**config.mk**
```make
export PLATFORM = sky130hd
export DESIGN_NAME = flush_recovery_ctrl
export DESIGN_NICKNAME = d
export VERILOG_FILES = /design/src/rtl/flush_recovery_ctrl.sv
export SDC_FILE = /design/constraint.sdc
export NUM_CORES = 1
export LEC_CHECK = 0
export CAP_MARGIN = 20
export CORE_ASPECT_RATIO = 1.75
export CORE_UTILIZATION = 46
export DETAILED_ROUTE_END_ITERATION = 10
export GPL_TIMING_DRIVEN = 0
export PLACE_DENSITY = 0.77
export SYNTH_ARGS = -nofsm -noshare
export SYNTH_HDL_FRONTEND = slang
export SYNTH_SLANG_ARGS = --single-unit
```
**constraint.sdc**
```tcl
create_clock -name Clk -period 2.1 [get_ports Clk]
set_input_delay 0.42 -clock Clk [delete_from_list [all_inputs] [get_ports Clk]]
set_output_delay 0.42 -clock Clk [all_outputs]
set_load 0.02 [all_outputs]
```
**src/rtl/flush_recovery_ctrl.sv**
```systemverilog
// flush_recovery_ctrl: sequences branch-misprediction recovery.
// A CDB flush is held for DRAIN_CYCLES cycles, then a one-cycle restore
// strobe moves the FRL head and ROB bottom back, then one resume cycle.
// A flush from an older branch (smaller ROB depth) arriving mid-recovery
// restarts the sequence; a flush from a younger branch is dropped.
// Optional feature: define FLUSH_RECOVERY_STATS_EN to add Rcv_FlushCnt,
// a saturating count of accepted flushes.
`timescale 1ns/1ps

module flush_recovery_ctrl #(
    parameter int unsigned DRAIN_CYCLES = 2
) (
    input  logic        Clk,
    input  logic        Resetb,
    input  logic        Cdb_Flush,
    input  logic [4:0]  Cdb_RobTag,
    input  logic [4:0]  Cdb_RobDepth,
    input  logic [4:0]  Cfc_FrlHeadPtr,
    input  logic        Cfc_Full,
    input  logic        Dis_InstValid,
    input  logic        Dis_CfcBranch,
    input  logic        Dis_Jr31Inst,
    output logic        Rcv_DisStall,
    output logic        Rcv_Busy,
    output logic        Rcv_FrlRestore,
    output logic [4:0]  Rcv_FrlHeadPtr,
    output logic        Rcv_RobRestore,
`ifdef FLUSH_RECOVERY_STATS_EN
    output logic [15:0] Rcv_FlushCnt,
`endif
    output logic [4:0]  Rcv_RobTag
);

    typedef enum logic [1:0] {
        IDLE    = 2'd0,
        DRAIN   = 2'd1,
        RESTORE = 2'd2,
        RESUME  = 2'd3
    } state_e;

    localparam logic [3:0] CNT_LOAD = 4'(DRAIN_CYCLES);

    state_e     state_q, state_d;
    logic [3:0] cnt_q, cnt_d;
    logic [4:0] tag_q, tag_d;
    logic [4:0] depth_q, depth_d;
    logic [4:0] frl_q, frl_d;
    logic       accept;
    logic       restore;

    // State, drain counter and captured flush context.
    // NOTE: sequential state uses non-blocking assignments so every register
    // samples the pre-edge values regardless of statement order.
    always_ff @(posedge Clk or negedge Resetb) begin
        if (!Resetb) begin
            state_q <= IDLE;
            cnt_q   <= '0;
            tag_q   <= '0;
            depth_q <= '0;
            frl_q   <= '0;
        end else begin
            state_q <= state_d;
            cnt_q   <= cnt_d;
            tag_q   <= tag_d;
            depth_q <= depth_d;
            frl_q   <= frl_d;
        end
    end

    // Next-state logic: flush acceptance, drain countdown, restore strobe.
    // NOTE: every signal gets a default before the case so no path leaves
    // one unassigned, which would otherwise infer a latch.
    always_comb begin
        state_d = state_q;
        cnt_d   = cnt_q;
        tag_d   = tag_q;
        depth_d = depth_q;
        frl_d   = frl_q;
        accept  = 1'b0;
        restore = 1'b0;

        // Mid-recovery, only a flush from an older branch (closer to the
        // ROB top) supersedes the one already captured.
        unique case (state_q)
            IDLE, RESUME:   accept = Cdb_Flush;
            DRAIN, RESTORE: accept = Cdb_Flush && (Cdb_RobDepth < depth_q);
            default:        accept = 1'b0;
        endcase

        unique case (state_q)
            IDLE: ;
            DRAIN: begin
                if (cnt_q > 4'd1) begin
                    cnt_d = cnt_q - 4'd1;
                end else begin
                    cnt_d   = '0;
                    state_d = RESTORE;
                end
            end
            RESTORE: begin
                restore = 1'b1;
                state_d = RESUME;
            end
            RESUME:  state_d = IDLE;
            default: state_d = IDLE;
        endcase

        // A newly accepted flush wins over everything, including a restore
        // that would otherwise fire this cycle with stale context.
        if (accept) begin
            tag_d   = Cdb_RobTag;
            depth_d = Cdb_RobDepth;
            frl_d   = Cfc_FrlHeadPtr;
            cnt_d   = CNT_LOAD;
            state_d = DRAIN;
            restore = 1'b0;
        end
    end

    assign Rcv_Busy       = (state_q != IDLE);
    assign Rcv_FrlRestore = restore;
    assign Rcv_RobRestore = restore;
    assign Rcv_FrlHeadPtr = frl_q;
    assign Rcv_RobTag     = tag_q;
    assign Rcv_DisStall   = Cdb_Flush || Rcv_Busy ||
                            (Cfc_Full && Dis_InstValid && (Dis_CfcBranch || Dis_Jr31Inst));

`ifdef FLUSH_RECOVERY_STATS_EN
    logic [15:0] flush_cnt_q;

    // Saturating count of accepted flushes; dropped flushes never count.
    always_ff @(posedge Clk or negedge Resetb) begin
        if (!Resetb) begin
            flush_cnt_q <= '0;
        end else if (accept && (flush_cnt_q != 16'hFFFF)) begin
            flush_cnt_q <= flush_cnt_q + 16'd1;
        end
    end

    assign Rcv_FlushCnt = flush_cnt_q;
`endif

endmodule

```
==> metrics.txt, run 1 <==
worst relative slew slack 0.696; Setup violations, final 1; NetSw approximately 1.1 mW; Yosys cell types 29; crit path buf inv count 3; Synth area leaders dfrtp_1 (44%), mux2_4 (15%), ha_1 (12%); RR Endpoint Rcv_RobTag[3]$_DFFE_PN0P_; CP delay by family, top buffers and inverters; final setup margin -0.0653 ns; final period utilization 1.03; total CTS buffers 3; Worst Path Arrival between 1.5 and 2 ns; I/O pins 36; Comb pwr share 0.639; vias in the first global route a little under 1000; CP dominant cell by count buf_6; Worst Setup Start Kind input pin; failing checks negative setup slack; Die H between 60 and 70 µm; synth warn 0; number of antenna cells inserted 0; CP endpoint kind output pin; first-pass GRT wire length around 4.3 mm; Core Box Area approximately 2500 µm²; Worst EP required between 1.5 and 2 ns; Max Cap Viol 0; gr usage total 0.220; Die ar. 2800 µm²; Syn Nets approximately 130; Initial Utilization 0.482; post-synth top area cell dfrtp_1; Hold WC Path Type input pin to asynchronous set/reset pin; Worst-path clk slew 0.08 ns; Design Power 2.76 mW; Flop pwr share 0.265; Synth-to-Final Area Change 52.3%; Crit Path Max Fanout 3; Port Buffer Count 35; final net count around 180; top achievable clock speed roughly 0.46 GHz; worst r2r src depth_q[4]$_DFFE_PN0P_; max incr delay on CP ~0.28 ns; syn avg cell area between 10 and 15 µm²; hold-fix buffer count after cts 0; Slew Viols, Final 0; CTS tree done; CTS H-Tree Depth 1; Worst path depth 8; flop2flop setup slack ~0.16 ns; Cell Area, Synth 1190 µm²; critical path type input pin to output pin; Worst Reg2Reg Path Length in Cells 8; flops & latches, synth 21; clock network power share 0.095; vias 918; Final Hold Viols 0; CP cell instances dlygate4sd2_1, ha_4, a21oi_4, o21ai_2, a41oi_4, nor2b_4, buf_6, buf_6; GP Congestion approximately 0.7; Fin Setup TNS -0.0653 ns; vias per std cell 5.43; HPWL Detailed around 1.8 mm; Commonest cells post-synth dfrtp_1 (21), inv_1 (12), mux2_4 (12); status finished, violations left; share of layout cells above drive strength 1 0.357; Slowest cell on crit path dlygate4sd2_1; Syn Inst Count 95; Rows 24; DIE WIDTH 40.4 µm; worst skew pair latency between 0.2 and 0.3 ns; Sw Share 0.389; DRC 0; clk_skew 0.00153 ns; count leader, synth dfrtp_1; Detailed Route WL roughly 2.7 mm; Seq/Total Area, Yosys 0.443; GR Overflow Total 0; Clock Tree Buf Depth 2; Int Pwr 1.68 mW; Routed WL per cell around 16 µm; post-synth top area share 0.443; RSZ-0062 raised after global routing yes; VDD IR max slightly below 1 mV; Clock Sinks 21; EDFF count, synth 0; fraction of registers with async set/reset 1.00; fill count 179; Post-synth top flop dfrtp_1; largest net degree at the start of global routing 22; Leak Pwr between 0.8 and 0.9 nW; drt first pass iters 4; ANT nets after route 0; minimum clock period after layout around 2.2 ns; initial antenna violation count 0; power per cell area between 1500 and 2000 nW/µm²; worst-margin pin slew around 0.45 ns; Clk Tree Root Cell clkbuf_8; 1st-iter DRT viols 27
cell families (layout without fill, tap and decap cells):
logic type | count (synthesis) | count (layout) | share of synthesized area
buffers and inverters | 15 | 63 | 0.0632
DFF | 21 | 21 | 0.443
AOI/OAI and AO/OA | 15 | 15 | 0.113
muxes | 16 | 16 | 0.189
adders and majority gates | 11 | 11 | 0.116
and+or+nand+nor | 17 | 17 | 0.0769
cells in the final DEF (no fill, tap or decap), types with 4 or more instances in the layout:
cell and count:
clkdlybuf4s50_1 28, dfrtp_1 21, mux2_4 12, buf_4 9, inv_1 8, nor2_1 6, ha_1 6, inv_2 4
buf_6 4, ha_4 4
how the worst max path moves through the flow:
stage | slack (ns) | startpoint | endpoint
floorplan | 0.06 | Cdb_RobDepth[4] | Rcv_RobRestore
global placement | -0.92 | Cdb_RobDepth[4] | Rcv_RobRestore
detailed placement | -0.98 | Cdb_RobDepth[4] | Rcv_RobRestore
CTS | -0.1 | depth_q[2]$_DFFE_PN0P_ | Rcv_RobRestore
global route | -0.13 | depth_q[4]$_DFFE_PN0P_ | Rcv_RobRestore
finish | -0.07 | Cdb_RobDepth[4] | Rcv_RobRestore
cell type report:
class	instances	area, µm²	share of cell area
Multi-Input combinational cell	59	688	0.381
Sequential cell	21	526	0.291
Timing Repair Buffer	45	448	0.248
Inverter	12	45.0	0.0249
Clock buffer	3	41.3	0.0228
Tap cell	26	32.5	0.0180
Buffer	2	22.5	0.0125
Clock inverter	1	5.00	0.00277
metal layers:
layer,track usage,wire length (µm)
met1,0.249,985
met2,0.372,1550
met3,0.0192,96
met4,0.115,105
met5,0,0
state kept, by name, summed over array words and instances, names as in the netlist:
name and cells:
Rcv_RobTag 5, depth_q 5, Rcv_FrlHeadPtr 5, cnt_q 4
state_q 2
through the flow:
step	cell area (µm²)	hold slack [ns]	util	worst slack [ns]	std cells
2_1_floorplan	1190	0.124	-	0.0571	95
3_5_place_dp	1580	0.498	0.641	-0.983	156
3_3_place_gp	1580	0.493	0.641	-0.924	156
4_1_cts	1750	0.521	0.712	-0.0974	167
6_report	1810	0.428	0.734	-0.0653	169
5_1_grt	1810	0.439	0.734	-0.132	169
power by group through the flow:
stage	Combinational, mW	Clock (mW)	Sequential, mW
after floorplan	0.860	0	0.840
after global placement	1.36	0	0.725
after detailed placement	1.41	0	0.742
after CTS	1.69	0.270	0.727
after global routing	1.89	0.290	0.753
final	1.76	0.263	0.732
repair_timing:
action / 4_1_cts / 5_1_grt
endpoints found under the hold margin: 0 / 0
setup buffers: 7 / 2
endpoints found under the setup margin: 15 / 3
resized for setup: 30 / 7
pin swaps: 9 / 5
No activity file was read; power rests on OpenSTA's default activity.
==> run 2, diff against run 1 <==
GPL_TIMING_DRIVEN = not set   (was 0)
TNS_END_PERCENT = 1   (was not set)
clock period = 2.2 ns   (was 2.1 ns; I/O delays follow)
==> run 2 against run 1 <==
  * The run now ends clean
  * Sequential share of layout area up 1.4 points
  * Utilization down 3.5 points
  * Clock skew about the same
  * First-iteration DRC count down 33%
  * Wire length down 8.8%
  * Register-to-register slack better by 0.03 ns
  * Highest routed layer unchanged
==> metrics.txt, run 2 (synthesized netlist as in run 1, its figures left out) <==
Clk Tree Root Cell clkbuf_8; Rows 24; total CTS buffers 3; Routed WL per cell approximately 15 µm; Final Hold Viols 0; CTS H-Tree Depth 1; final net count 177; vias in the first global route roughly 950; Worst Path Arrival roughly 1.7 ns; status completed; Worst Setup Start Kind input pin; top achievable clock speed about 0.46 GHz; share of layout cells above drive strength 1 0.308; vias per std cell ~5.3; critical path type input pin to output pin; area of the multi-input gates approximately 630 µm²; worst relative slew slack 0.706; clk_skew between 0.0015 and 0.002 ns; I/O pins 36; CP delay by family, top buffers and inverters; Die H slightly below 70 µm; power per cell area ~1400 nW/µm²; crit path buf inv count 2; GR Overflow Total 0; Min-Delay Endpoint depth_q[3]$_DFFE_PN0P_; Slew Viols, Final 0; Flop pwr share 0.281; Comb pwr share 0.618; worst-margin pin slew between 0.4 and 0.5 ns; Clock Tree Buf Depth 2; Worst path depth 7; VDD IR max about 0.83 mV; Synth-to-Final Area Change 45.1%; Port Buffer Count 35; Crit Path Max Fanout 2; cell area after layout 1720 µm²; Die ar. about 2800 µm²; most frequent cells in the layout clkdlybuf4s50_1 (28), dfrtp_1 (21), inv_1 (12), mux2_4 (12), buf_4 (12); Worst-path clk slew approximately 0.07 ns; Detailed Route WL approximately 2.5 mm; HP Start Cdb_RobDepth[3]; gr usage total 0.208; drt first pass iters 4; Area after DPL approximately 1600 µm²; Core Box Area around 2500 µm²; NetSw approximately 0.94 mW; Clock Sinks 21; FF+latch area about 530 µm²; Leak Pwr roughly 0.81 nW; Initial Utilization 0.482; GP Congestion 0.670; Max Cap Viol 0; DRC 0; 1st-iter DRT viols 18; CTS tree done; Int Pwr between 1.5 and 2 mW; Slowest cell on crit path ha_4; max incr delay on CP approximately 0.28 ns; RR Endpoint Rcv_RobTag[4]$_DFFE_PN0P_; number of antenna cells inserted 0; Sw Share 0.383; initial antenna violation count 0; flop2flop setup slack around 0.19 ns; DIE WIDTH between 40 and 50 µm; ANT nets after route 0; minimum clock period after layout 2.16 ns; Hold WC Path Type input pin to flop; final setup margin 0.0401 ns; WHS 0.486 ns; vias between 800 and 900; CP cell instances dlygate4sd2_1, ha_4, nand2_1, o21ai_2, a41oi_4, nor2b_4, buf_6; most common cell after layout, fill and taps aside clkdlybuf4s50_1; fill count between 150 and 200; HPWL Detailed roughly 1.8 mm; Setup violations, final 0; Worst Reg2Reg Path Length in Cells 7; worst r2r src depth_q[4]$_DFFE_PN0P_; clock network power share 0.102; hold depth 2; first-pass GRT wire length roughly 4.2 mm; DP Worst Slack -0.600 ns; largest net degree at the start of global routing 22; Worst EP required 1.76 ns; final period utilization 0.982; CP endpoint kind output pin; worst skew pair latency roughly 0.26 ns
[run 2: cell type report]
cell class,instances,area share
clock buffer,3,0.0240
clock inverter,1,0.00290
tap,26,0.0189
inverter,12,0.0261
sequential,21,0.305
timing repair buffer,47,0.256
multi-input combinational,59,0.367
[run 2: worst reg2reg max path, delay by kind of cell, from the launching register on]
family | cells | cell delay (ns)
AOI/OAI and AO/OA | 3 | 0.45
DFF | 1 | 0.39
muxes | 1 | 0.38
buffers and inverters | 2 | 0.46
adders and majority gates | 1 | 0.22
[run 2: through the flow]
| stage | TNS [ns] | utilization | instances | total power, mW |
|---|---|---|---|---|
| finish | 0 | 0.700 | 169 | 2.44 |
| detailed placement | -7.12 | 0.657 | 163 | 2.10 |
| floorplan | 0 | - | 95 | 1.61 |
| global route | -0.0995 | 0.700 | 169 | 2.62 |
| CTS | 0 | 0.691 | 167 | 2.42 |
| global placement | -5.42 | 0.657 | 163 | 2.05 |
[run 2: worst max path at each step]
stage / end / from
after floorplan: Rcv_RobRestore / state_q[0]$_DFFE_PN0P_
after global placement: Rcv_FrlRestore / Cdb_RobDepth[2]
after detailed placement: Rcv_RobRestore / Cdb_RobDepth[4]
after CTS: Rcv_RobRestore / Cdb_RobDepth[3]
after global routing: Rcv_FrlRestore / Cdb_RobDepth[2]
final: Rcv_RobRestore / Cdb_RobDepth[2]
[run 2: power by group through the flow]
stage          clock network [mW]  registers (mW)  logic (mW)
2_1_floorplan                   0           0.802       0.813
3_3_place_gp                    0           0.682        1.36
3_5_place_dp                    0           0.694        1.40
4_1_cts                     0.259           0.689        1.47
5_1_grt                     0.275           0.717        1.63
6_report                    0.249           0.686        1.51
[run 2: repair_timing]
action                                  in CTS  in global routing
setup buffers                                1                  2
endpoints found under the setup margin      16                  2
gates resized for setup                     22                  2
pin swaps                                    5                  3
hold buffers                                 0                  0
[run 2: metal layers]
metal | vias up | wire (µm) | GRT usage
li1 | 423 | - | -
met1 | 434 | 1020 | 0.275
met2 | 25 | 1330 | 0.332
met3 | 6 | 94 | 0.0224
met4 | 0 | 55 | 0.0815
met5 | - | 0 | 0
